$ cat config.mk
export PLATFORM = sky130hd
export DESIGN_NAME = writeback_arbiter
export DESIGN_NICKNAME = d
export VERILOG_FILES = /design/src/rtl/riscv_isa_pkg.sv /design/src/rtl/writeback_arbiter_rr.sv /design/src/rtl/writeback_arbiter.sv
export SDC_FILE = /design/constraint.sdc
export NUM_CORES = 1
export LEC_CHECK = 0
export CAP_MARGIN = 0
export CORE_MARGIN = 2
export CORE_UTILIZATION = 40
export CTS_BUF_LIST = sky130_fd_sc_hd__clkbuf_16
export DETAILED_ROUTE_END_ITERATION = 6
export PLACE_DENSITY = 0.75
export SLEW_MARGIN = 10
export SYNTH_ARGS = -nofsm -noshare
export SYNTH_HDL_FRONTEND = slang
export SYNTH_SLANG_ARGS = --single-unit
$ cat constraint.sdc
create_clock -name clk -period 9.3 [get_ports clk]
set_input_delay 1.86 -clock clk [delete_from_list [all_inputs] [get_ports clk]]
set_output_delay 1.86 -clock clk [all_outputs]
set_load 0.1 [all_outputs]
$ cat src/rtl/riscv_isa_pkg.sv
// riscv_isa: shared result payload type and physical-register index width.
package riscv_isa;
  localparam int PREG_W = 7;
  localparam int ROB_W  = 6;
  typedef struct packed {
    logic [PREG_W-1:0] rd;
    logic              wr_en;
    logic [31:0]       data;
    logic [ROB_W-1:0]  rob_id;
  } result_t;
  localparam int RESULT_W = $bits(result_t);
endpackage

$ cat src/rtl/writeback_arbiter_rr.sv
// rr_arbiter: one-hot round-robin grant; search starts at ptr, ptr moves past the winner.
module rr_arbiter #(
  parameter int N = 4
) (
  input  logic         clk,
  input  logic         reset,
  input  logic [N-1:0] req,
  input  logic         en,
  output logic [N-1:0] grant
);
  localparam int PW = (N > 1) ? $clog2(N) : 1;
  logic [PW-1:0] ptr_q, ptr_d;
  logic          found;
  int            g;
  always_comb begin
    grant = '0;
    found = 1'b0;
    g     = 0;
    for (int i = 0; i < N; i++) begin
      if (en && !found && req[(int'(ptr_q) + i) % N]) begin
        g        = (int'(ptr_q) + i) % N;
        grant[g] = 1'b1;
        found    = 1'b1;
      end
    end
    ptr_d = found ? PW'((g + 1) % N) : ptr_q;
  end
  always_ff @(posedge clk or negedge reset)
    if (!reset) ptr_q <= '0;
    else        ptr_q <= ptr_d;
endmodule

$ cat src/rtl/writeback_arbiter.sv
// writeback_arbiter: picks one unit result per cycle for regfile/ROB writeback and owns the register_valid scoreboard.
// Optional WB_BYPASS_EN: register_valid also reflects this cycle's granted destination.
module writeback_arbiter
  import riscv_isa::*;
#(
  parameter int NUM_UNITS = 4,
  parameter int NUM_PREG  = 128
) (
  input  logic                          clk,
  input  logic                          reset,
  input  logic [NUM_UNITS-1:0]          result_valid,
  output logic [NUM_UNITS-1:0]          result_ready,
  input  logic [NUM_UNITS*RESULT_W-1:0] result_data,
  input  logic                          alloc_valid,
  input  logic [PREG_W-1:0]             alloc_addr,
  input  logic                          wb_ready,
  output logic                          rf_we,
  output logic [PREG_W-1:0]             rf_waddr,
  output logic [31:0]                   rf_wdata,
  output logic                          wb_valid,
  output logic [RESULT_W-1:0]           wb_data,
  output logic [NUM_PREG-1:0]           register_valid
);
  localparam logic [NUM_PREG-1:0] ONE = NUM_PREG'(1);
  result_t             sel, wb_q, wb_d;
  logic                wb_valid_q, grant_any, set_en, clr_en;
  logic [NUM_PREG-1:0] set_mask, clr_mask, sb_q, sb_d;
  // Gating with reset keeps result_ready low while reset is asserted.
  rr_arbiter #(.N(NUM_UNITS)) u_arb (
    .clk   (clk),
    .reset (reset),
    .req   (result_valid),
    .en    (wb_ready & reset),
    .grant (result_ready)
  );
  always_comb begin
    sel = '0;
    for (int i = 0; i < NUM_UNITS; i++)
      if (result_ready[i]) sel = result_data[i*RESULT_W +: RESULT_W];
  end
  assign grant_any = |result_ready;
  assign set_en    = grant_any & sel.wr_en & (sel.rd != '0);
  assign clr_en    = alloc_valid & (alloc_addr != '0);
  assign set_mask  = set_en ? ONE << sel.rd : '0;
  assign clr_mask  = clr_en ? ONE << alloc_addr : '0;
  // A fresh allocation supersedes a stale writeback to the same preg.
  assign sb_d      = ((sb_q | set_mask) & ~clr_mask) | ONE;
  assign wb_d      = grant_any ? sel : wb_q;
  always_ff @(posedge clk or negedge reset)
    if (!reset) begin
      wb_valid_q <= 1'b0;
      wb_q       <= '0;
      sb_q       <= '1;
    end else begin
      wb_valid_q <= grant_any;
      wb_q       <= wb_d;
      sb_q       <= sb_d;
    end
  assign wb_valid = wb_valid_q;
  assign wb_data  = wb_q;
  assign rf_we    = wb_valid_q & wb_q.wr_en & (wb_q.rd != '0);
  assign rf_waddr = wb_q.rd;
  assign rf_wdata = wb_q.data;
`ifdef WB_BYPASS_EN
  assign register_valid = sb_q | (set_mask & ~clr_mask);
`else
  assign register_valid = sb_q;
`endif
endmodule

==> qor.yml <==
status: "finished clean"
first_global_vias: 9616
mostFrequentLayoutCell: "sky130_fd_sc_hd__clkdlybuf4s50_1"
post-cts-setup-buffer-count: 0
unrepaired_setup_endpoints_after_global_routing: "false"
cp_cell_sequence: "clkdlybuf4s50_1 > mux2i_1 > o22ai_1 > and3_1 > a211o_1 > nor2_1 > inv_2 > clkdlybuf4s50_1"
cp_max_fo: 11
finalMaxSlewViolations: 0
cp.arrival_ns: 5.62
synth.net_count: 1145
syn_area_mm2: 0.0100
timing.hold.worst.class: "flop to flop"
synthToLayoutAreaGrowth_pct: 46.2
synth.top_cell.area_share_pct: 33.3
synth-compound-area-share_pct: 31.3
max_capacitance_violation_total: 0
drt-wirelength-per-cell_um: 26.1
grt_start_max_net_pins: 83
rows: 57
placedInstanceArea_mm2: 0.0140
synth_edf_count: 0
cts_htree_levels: 4
portBuffers: 416
gr-total-overflow: 0
cpLargestDelayFamily: "buffers and inverters"
synth.area.top_cells: "sky130_fd_sc_hd__dfstp_2, sky130_fd_sc_hd__dfrtp_1, sky130_fd_sc_hd__a41oi_1"
initial_antenna_violation_count: 2
setup_tns_ns: 0
place_worst_setup_slack_ns: 1.92
cts_tree: "built"
dr.first_iter.drc_count: 1162
core_region_area_mm2: 0.0245
final.fill_count: 2065
synth-adder-area-share_pct: 0.874
timing.slew.headroom_pct: 24.2
finalClockSkew_ns: 0.00848
timing.critical_path.required_ns: 7.44
max_stage_delay_ns: 1.17
worstMarginPinSlew_ns: 1.13
dp.final_hpwl_mm: 30.4
detail-route-antenna-nets: 0
route.final.wire_length_mm: 41.6
grt_first_pass_wirelength_mm: 61.1
setup.reg_to_reg.worst_slack_ns: 3.07
maxClockFrequency_mhz: 134
hold_viol_final: 0
synthFlopType: "sky130_fd_sc_hd__dfstp_2"
yosys.area_share.xor_xnor_pct: 0.0874
layout.core_utilization_pct: 59.9
combinational_family_with_the_most_area_after_synthesis: "compound AO/OA/AOI/OAI gates"
gp_congestion: 0.873
clock_path_buffers: 2
finish.instance_area_mm2: 0.0146
report.final.setup_viol: 0
final_period_demand_of_the_worst_path_ns: 7.48
setup_slack_ns: 1.82
layout_common_cells: "sky130_fd_sc_hd__clkdlybuf4s50_1, sky130_fd_sc_hd__a21oi_1, sky130_fd_sc_hd__a41oi_1, sky130_fd_sc_hd__dfstp_2, sky130_fd_sc_hd__dfrtp_1"
route.vias.total: 10000
cts-buffers-inserted: 17
syn_area_per_cell_um2: 10.7
critical_path.slowest_cell: "sky130_fd_sc_hd__clkdlybuf4s50_1"
postSynthRegisterBits: 176
post_route_cells_drive_above_1_share_pct: 17.8
cts_resized: 0
fp.dieW_um: 162
io_pins: 418
finish.net_count: 1460
synth_async_sr_flop_share_pct: 100
cts_root_buffer: "sky130_fd_sc_hd__clkbuf_16"
die_area_mm2: 0.0263
synth.area.mux_share_pct: 1.22
cts.reportedPaths.clkPinSlew_ns: 0.07
cp_common_cell: "sky130_fd_sc_hd__clkdlybuf4s50_1"
drt-pass1-iter-count: 5
clkSinkCount: 176
clock_latency_ns: 0.44
drt-vias-per-instance: 6.29
crit_path_class: "input port to output port"
cts.hold.buffers_added: 0
drc: 0
floorplan.initialDensity_pct: 40.9
worstSetupEndpointType: "output port"
post_synth_num_cell_types: 62
groute.usage.overall_pct: 30.9
post_synth_simple_gate_area_pct: 13.2
layout_worst_path_cycle_share_pct: 80.5
synthesized_netlist_cell_count: 939
synth_seq_area_share_pct: 45.6
timing.critical_path.buf_inv: 3
worstSetupStartpointType: "input port"
yosysWarnings: 0
die_h_um: 162
synth_area_leader_cell: "sky130_fd_sc_hd__dfstp_2"
[final cells by class]
class,instances,area [um2],area share [%]
Tap cell,324,405,2.77
Sequential cell,176,4560,31.2
Multi-Input combinational cell,613,4730,32.3
Timing Repair Buffer,433,4290,29.3
Clock inverter,15,170,1.16
Antenna cell,2,5.00,0.0342
Inverter,13,51.3,0.350
Clock buffer,17,425,2.91
[through the flow]
stage	cells	hold slack (ns)
global placement	1559	0.497
detailed placement	1559	0.503
CTS	1591	0.522
global route	1593	0.538
finish	1593	0.516
floorplan	939	0.796
[path summary, 6_finish.rpt]
path | startpoint | cells past startpoint | endpoint
min in group asynchronous | reset | 1 | rf_wdata[7]
setup / recovery | result_valid[2] | 8 | result_ready[3]
hold reg to reg | wb_data[4] | 1 | wb_data[4]
setup reg to reg | u_arb.ptr_q[0] | 12 | register_valid[62]
max in group asynchronous | reset | 3 | rf_waddr[4]
hold / removal | wb_data[4] | 1 | wb_data[4]
[cell families (layout without fill, tap and decap cells)]
logic type	Yosys count	count (layout)
and+or+nand+nor	202	202
DFF	176	176
other	1	3
AOI/OAI and AO/OA	393	393
buffers and inverters	150	478
xor gates and xnor gates	1	1
muxes	9	9
adders and majority gates	7	7
[cells in the mapped netlist, types with 8 or more instances]
| cell type | n |
|---|---|
| sky130_fd_sc_hd__nor2_1 | 30 |
| sky130_fd_sc_hd__a41oi_1 | 127 |
| sky130_fd_sc_hd__buf_2 | 19 |
| sky130_fd_sc_hd__buf_4 | 45 |
| sky130_fd_sc_hd__nor3_1 | 43 |
| sky130_fd_sc_hd__nand2_1 | 29 |
| sky130_fd_sc_hd__a221o_1 | 42 |
| sky130_fd_sc_hd__inv_1 | 12 |
| sky130_fd_sc_hd__a221oi_1 | 40 |
| sky130_fd_sc_hd__a21oi_1 | 129 |
| sky130_fd_sc_hd__clkbuf_1 | 64 |
| sky130_fd_sc_hd__dfrtp_1 | 49 |
| sky130_fd_sc_hd__dfstp_2 | 127 |
| sky130_fd_sc_hd__nor4_4 | 16 |
| sky130_fd_sc_hd__a31oi_1 | 8 |
| sky130_fd_sc_hd__and3_1 | 9 |
| sky130_fd_sc_hd__nor2b_1 | 43 |
[routing by layer]
layer  vias to the layer above  share of wire [%]  GRT usage (%)
met2                       618                 51           53.2
met5                         -                  0              0
met3                        76                9.3           7.79
met1                      4955                 36           37.1
li1                       4364                  -              -
met4                         0                3.4           12.1
[sequential cells by signal, summed over array words and instances (netlist names)]
register,flops
rf_waddr,7
wb_data,7
register_valid,127
rf_wdata,32
wb_valid,1
u_arb.ptr_q,2
Power is not shown: default switching activity piles up to over one toggle a cycle in this logic, so the estimate is an artifact.
